--- config.mk ---
export PLATFORM = sky130hd
export DESIGN_NAME = elastic_pipe_reg
export DESIGN_NICKNAME = d
export VERILOG_FILES = /design/src/rtl/common_def_pkg.sv /design/src/rtl/pipe_skid_slot.sv /design/src/rtl/elastic_pipe_reg.sv
export SDC_FILE = /design/constraint.sdc
export NUM_CORES = 1
export LEC_CHECK = 0
export BUFFER_PORTS_ARGS = -buffer_cell sky130_fd_sc_hd__buf_2
export CAP_MARGIN = 20
export CELL_PAD_IN_SITES_DETAIL_PLACEMENT = 1
export CELL_PAD_IN_SITES_GLOBAL_PLACEMENT = 2
export CORE_ASPECT_RATIO = 0.75
export CORE_MARGIN = 2
export CORE_UTILIZATION = 25
export DETAILED_ROUTE_END_ITERATION = 10
export GPL_ROUTABILITY_DRIVEN = 0
export PLACE_DENSITY_LB_ADDON = 0.2
export SLEW_MARGIN = 20
export SYNTH_ARGS = -nofsm -noshare
export SYNTH_HDL_FRONTEND = slang
export SYNTH_SLANG_ARGS = --single-unit
--- constraint.sdc ---
create_clock -name clk -period 6.2 [get_ports clk]
set_clock_uncertainty 0.1 [all_clocks]
set_input_delay 0.93 -clock clk [delete_from_list [all_inputs] [get_ports clk]]
set_output_delay 0.93 -clock clk [all_outputs]
set_load 0.01 [all_outputs]
--- src/rtl/common_def_pkg.sv ---
// Shared definitions for the inter-stage pipeline registers.
// Instruction width, NOP encoding and the slot FSM state type.
package common_def;

  localparam int INSTRUCTION_WIDTH = 12;

  localparam logic [INSTRUCTION_WIDTH-1:0] NOP_INSTR =
    12'b1011_0001_0001;

  typedef enum logic [1:0] {
    EMPTY = 2'd0,
    ONE   = 2'd1,
    TWO   = 2'd2
  } slot_state_e;

endpackage

--- src/rtl/pipe_skid_slot.sv ---
// One elastic slot: main + skid entry under valid/ready.
// up_ready depends on the state register only, never on dn_ready.
module pipe_skid_slot
  import common_def::*;
#(
  parameter int W = 40
) (
  input  logic         clk,
  input  logic         rst,
  input  logic         flush,
  input  logic         up_valid,
  output logic         up_ready,
  input  logic [W-1:0] up_data,
  output logic         dn_valid,
  input  logic         dn_ready,
  output logic [W-1:0] dn_data
);

  slot_state_e  state;
  slot_state_e  state_nxt;
  logic [W-1:0] main_q;
  logic [W-1:0] skid_q;
  logic         push;
  logic         pop;
  logic         load_main;
  logic         load_skid;
  logic         skid_to_main;

  assign up_ready = (state != TWO);
  assign dn_valid = (state != EMPTY);
  assign dn_data  = main_q;
  assign push     = up_valid && up_ready;
  assign pop      = dn_valid && dn_ready;

  // State register; reset empties the slot at once.
  always_ff @(posedge clk or posedge rst) begin
    if (rst) begin
      state <= EMPTY;
    end else begin
      state <= state_nxt;
    end
  end

  // Next state and entry load controls; flush overrides all.
  always_comb begin
    state_nxt    = state;
    load_main    = 1'b0;
    load_skid    = 1'b0;
    skid_to_main = 1'b0;
    unique case (state)
      EMPTY: begin
        if (push) begin
          state_nxt = ONE;
          load_main = 1'b1;
        end
      end
      ONE: begin
        if (push && pop) begin
          load_main = 1'b1;
        end else if (push) begin
          state_nxt = TWO;
          load_skid = 1'b1;
        end else if (pop) begin
          state_nxt = EMPTY;
        end
      end
      TWO: begin
        if (pop) begin
          state_nxt    = ONE;
          skid_to_main = 1'b1;
        end
      end
      default: begin
        state_nxt = EMPTY;
      end
    endcase
    if (flush) begin
      state_nxt    = EMPTY;
      load_main    = 1'b0;
      load_skid    = 1'b0;
      skid_to_main = 1'b0;
    end
  end

  // Payload entries; contents are don't-care while empty.
  always_ff @(posedge clk or posedge rst) begin
    if (rst) begin
      main_q <= '0;
      skid_q <= '0;
    end else begin
      if (load_main) begin
        main_q <= up_data;
      end else if (skid_to_main) begin
        main_q <= skid_q;
      end
      if (load_skid) begin
        skid_q <= up_data;
      end
    end
  end

endmodule

--- src/rtl/elastic_pipe_reg.sv ---
// Elastic pipeline register: STAGES chained skid slots.
// Perf counters enabled by defining PIPE_PERF_CNT_EN.
module elastic_pipe_reg
  import common_def::*;
#(
  parameter int STAGES  = 1,
  parameter int CTRL_W  = 6,
  parameter int DATA_W  = 22,
  parameter int INSTR_W = INSTRUCTION_WIDTH,
  parameter logic [INSTR_W-1:0] NOP_VAL = NOP_INSTR,
  parameter int CNT_W   = 16
) (
  input  logic               clk,
  input  logic               rst,
  input  logic               flush,
  input  logic               in_valid,
  output logic               in_ready,
  input  logic [CTRL_W-1:0]  in_ctrl,
  input  logic [DATA_W-1:0]  in_data,
  input  logic [INSTR_W-1:0] in_instr,
  output logic               out_valid,
  input  logic               out_ready,
  output logic [CTRL_W-1:0]  out_ctrl,
  output logic [DATA_W-1:0]  out_data,
  output logic [INSTR_W-1:0] out_instr,
  output logic [CNT_W-1:0]   stall_cnt,
  output logic [CNT_W-1:0]   bubble_cnt
);

  localparam int PW = CTRL_W + DATA_W + INSTR_W;

  logic [STAGES:0]         vld;
  logic [STAGES:0]         rdy;
  logic [STAGES:0][PW-1:0] dat;

  logic [CTRL_W-1:0]  last_ctrl;
  logic [DATA_W-1:0]  last_data;
  logic [INSTR_W-1:0] last_instr;

  assign vld[0]   = in_valid;
  assign dat[0]   = {in_ctrl, in_data, in_instr};
  assign in_ready = rdy[0];

  for (genvar i = 0; i < STAGES; i++) begin : g_slot
    pipe_skid_slot #(
      .W(PW)
    ) u_slot (
      .clk      (clk),
      .rst      (rst),
      .flush    (flush),
      .up_valid (vld[i]),
      .up_ready (rdy[i]),
      .up_data  (dat[i]),
      .dn_valid (vld[i+1]),
      .dn_ready (rdy[i+1]),
      .dn_data  (dat[i+1])
    );
  end

  assign rdy[STAGES] = out_ready;
  assign out_valid   = vld[STAGES];

  assign {last_ctrl, last_data, last_instr} = dat[STAGES];

  // Bubble mux: a bubble never carries side effects.
  always_comb begin
    out_ctrl  = '0;
    out_data  = '0;
    out_instr = NOP_VAL;
    if (out_valid) begin
      out_ctrl  = last_ctrl;
      out_data  = last_data;
      out_instr = last_instr;
    end
  end

`ifdef PIPE_PERF_CNT_EN
  logic [CNT_W-1:0] stall_q;
  logic [CNT_W-1:0] bubble_q;

  // Saturating counters; only rst clears them, flush does not.
  always_ff @(posedge clk or posedge rst) begin
    if (rst) begin
      stall_q  <= '0;
      bubble_q <= '0;
    end else begin
      if (out_valid && !out_ready && (stall_q != '1)) begin
        stall_q <= stall_q + 1'b1;
      end
      if (!out_valid && (bubble_q != '1)) begin
        bubble_q <= bubble_q + 1'b1;
      end
    end
  end

  assign stall_cnt  = stall_q;
  assign bubble_cnt = bubble_q;
`else
  assign stall_cnt  = {CNT_W{1'b0}};
  assign bubble_cnt = {CNT_W{1'b0}};
`endif

endmodule

==> results.py <==
metrics = {
    "clock_network": {
        "htree_levels": 3,
        "cts-resized-gates": 0,
        "clk_latency_ns": 0.34,
        "cts_tree": "done",
        "cts.reportedPaths.clkPinSlew_ns": 0.06,
        "clock-sinks": 82,
        "cts_hold_buf": 0,
        "cts_setup_buffers": 0,
        "numCtsBuffers": 9,
        "ctsLongestPathBuffers": 2,
        "root_buffer": "clkbuf_16",
    },
    "hold_path": {
        "min_path_type": "reg2reg",
    },
    "global_route": {
        "grt_usage_pct": 10.8,
        "grt_pass1_wl_um": 14600,
        "grt_overflow_total": 0,
        "grt_pass1_vias": 2627,
        "antenna_found_initial": 2,
        "grt_max_degree": 83,
    },
    "synth": {
        "syn_area_mm2": 0.00427,
        "yosysTopAreaCellShare_pct": 48.1,
        "avgSynthCellArea_um2": 13.7,
        "synthDistinctLibCells": 26,
        "ys_ff_latch": 82,
        "yosysWarnings": 0,
        "syn_inst": 312,
        "yosysSeqAreaShare_pct": 48.1,
        "synth_top_area_cell": "dfrtp_1",
        "synth_area_leaders": "dfrtp_1, mux2_2, mux2_4, buf_4, nor2b_1",
    },
    "placed_design": {
        "dp_hpwl_um": 6180,
        "port_buffers": 86,
        "place_inst": 599,
        "place_area_mm2": 0.00479,
    },
    "timing": {
        "rsz0062_at_grt": "no",
        "finalHoldViolCount": 0,
        "period_share_pct": 45.4,
        "drv_slew": 0,
        "max_freq_mhz": 355,
        "relSlewSlack_pct": 47.7,
        "post-route-min-period_ns": 2.81,
        "fin_tns_setup_ns": 0,
        "setup_viol": 0,
        "worst_slew_pin_slew_ns": 0.785,
    },
    "cells_and_area": {
        "area_growth_pct": 19.5,
        "finalInstanceArea_mm2": 0.00510,
        "nets": 441,
        "layout_common_cells": "buf_2, dfrtp_1, mux2_2",
        "layout.cells.non_filler": 617,
        "drive_gt1_share_pct": 58.1,
        "final_common_cell": "buf_2",
        "post-route-util_pct": 30.4,
    },
    "setup_path": {
        "worst_setup_path_end_kind": "output pin",
        "crit_fanout": 23,
        "critPathKind": "reg2out",
        "crit_required_ns": 5.17,
        "crit_path_start_kind": "flop",
        "worstPathArrival_ns": 1.78,
    },
    "job": {
        "maxCapViolations": 0,
    },
    "die": {
        "dieArea_mm2": 0.0181,
        "die_x_um": 155,
        "core_mm2": 0.0168,
        "initial_core_util_pct": 25.4,
        "die_h_um": 117,
        "io_pins": 119,
        "rows": 41,
    },
    "drt": {
        "first_pass_iters": 2,
        "routed_wl_um": 9270,
        "dr_total_vias": 2492,
        "postRouteAntennaNets": 0,
        "wl_per_cell_um": 15.0,
        "drt-initial-drc-count": 71,
        "viasPerCell": 4.04,
        "drc": 0,
    },
    "power_and_ir_drop": {
        "power_density_mw_per_mm2": 349,
        "vdd_drop_max_mv": 0.139,
        "leakage_nw": 2.50,
        "power_w": 0.00178,
    },
    "run_status": {
        "status": "finished, final reports clean",
    },
}
==> kinds of logic (layout without fill, tap and decap cells) <==
| logic type | Yosys count | in the layout | synth area share (%) |
|---|---|---|---|
| buffers and inverters | 52 | 110 | 8.53 |
| muxes | 120 | 120 | 35.0 |
| and+or+nand+nor | 52 | 52 | 7.60 |
| other | 1 | 33 | 0.0879 |
| AOI/OAI and AO/OA | 5 | 5 | 0.733 |
| DFF | 82 | 82 | 48.1 |
==> power by group <==
part,switching (W),internal (W)
registers,0.0000824,0.000713
clock network,0.000209,0.000303
logic,0.000167,0.000305
total,0.000459,0.00132
==> synthesized netlist by cell type, drive strengths merged <==
cell type and instances:
a21oi 2, buf 44, inv 3, or2b 1, o21ai 1, dfrtp 82, nand2 2, nor3b 2
clkbuf 5, mux2i 2, nand2b 2, mux2 118, o21bai 1, nor2 4, conb 1, or2 5
o41ai 1, nor2b 35, and3 1
==> per-layer routing <==
layer | track usage, % | part of all wire (%)
met1 | 14.0 | 47
met2 | 16.9 | 46
met3 | 4.01 | 6.0
met4 | 3.33 | 1.2
met5 | 0 | 0.14
==> state kept, by name (all words and copies together) (netlist names) <==
register / cells
g_slot.u_slot.dn_data: 40
g_slot.u_slot.skid_q: 40
g_slot.u_slot.state: 2
==> metrics by stage <==
stage                     hold WS (ns)  setup slack, ns
final                            0.397             3.39
after global routing             0.413             3.25
after CTS                        0.400             3.03
after global placement           0.373             3.12
after detailed placement         0.387             3.10
after floorplan                  0.364             3.06
==> worst paths after layout <==
check	startpoint	end	slack (ns)	cells after the start
max	g_slot[0].u_slot.state[0]	out_instr[11]	3.39	4
min	g_slot[0].u_slot.dn_data[14]	g_slot[0].u_slot.dn_data[14]	0.40	1
max reg2reg	g_slot[0].u_slot.state[0]	g_slot[0].u_slot.dn_data[38]	3.81	5
min reg2reg	g_slot[0].u_slot.dn_data[14]	g_slot[0].u_slot.dn_data[14]	0.40	1
max in group asynchronous	rst	g_slot[0].u_slot.dn_data[3]	4.76	3
min in group asynchronous	rst	g_slot[0].u_slot.dn_data[16]	0.70	3
==> final cells by class <==
class	count	area, um2
clock inverters	2	10.0
clock buffers	14	274
flip-flops and latches	82	2050
well taps	215	269
inverters	3	12.5
repair buffers	91	492
fillers	1832	11700
multi-input cells	209	1990
diodes	1	2.50
==> worst max-delay path, cell delays in order, from the launching register on <==
cell	delay (ns)
dfrtp_1	0.46
nor2_4	0.49
buf_16	0.23
or2_2	0.14
buf_2	0.12
Note: power is estimated with default switching activity, not from simulation.
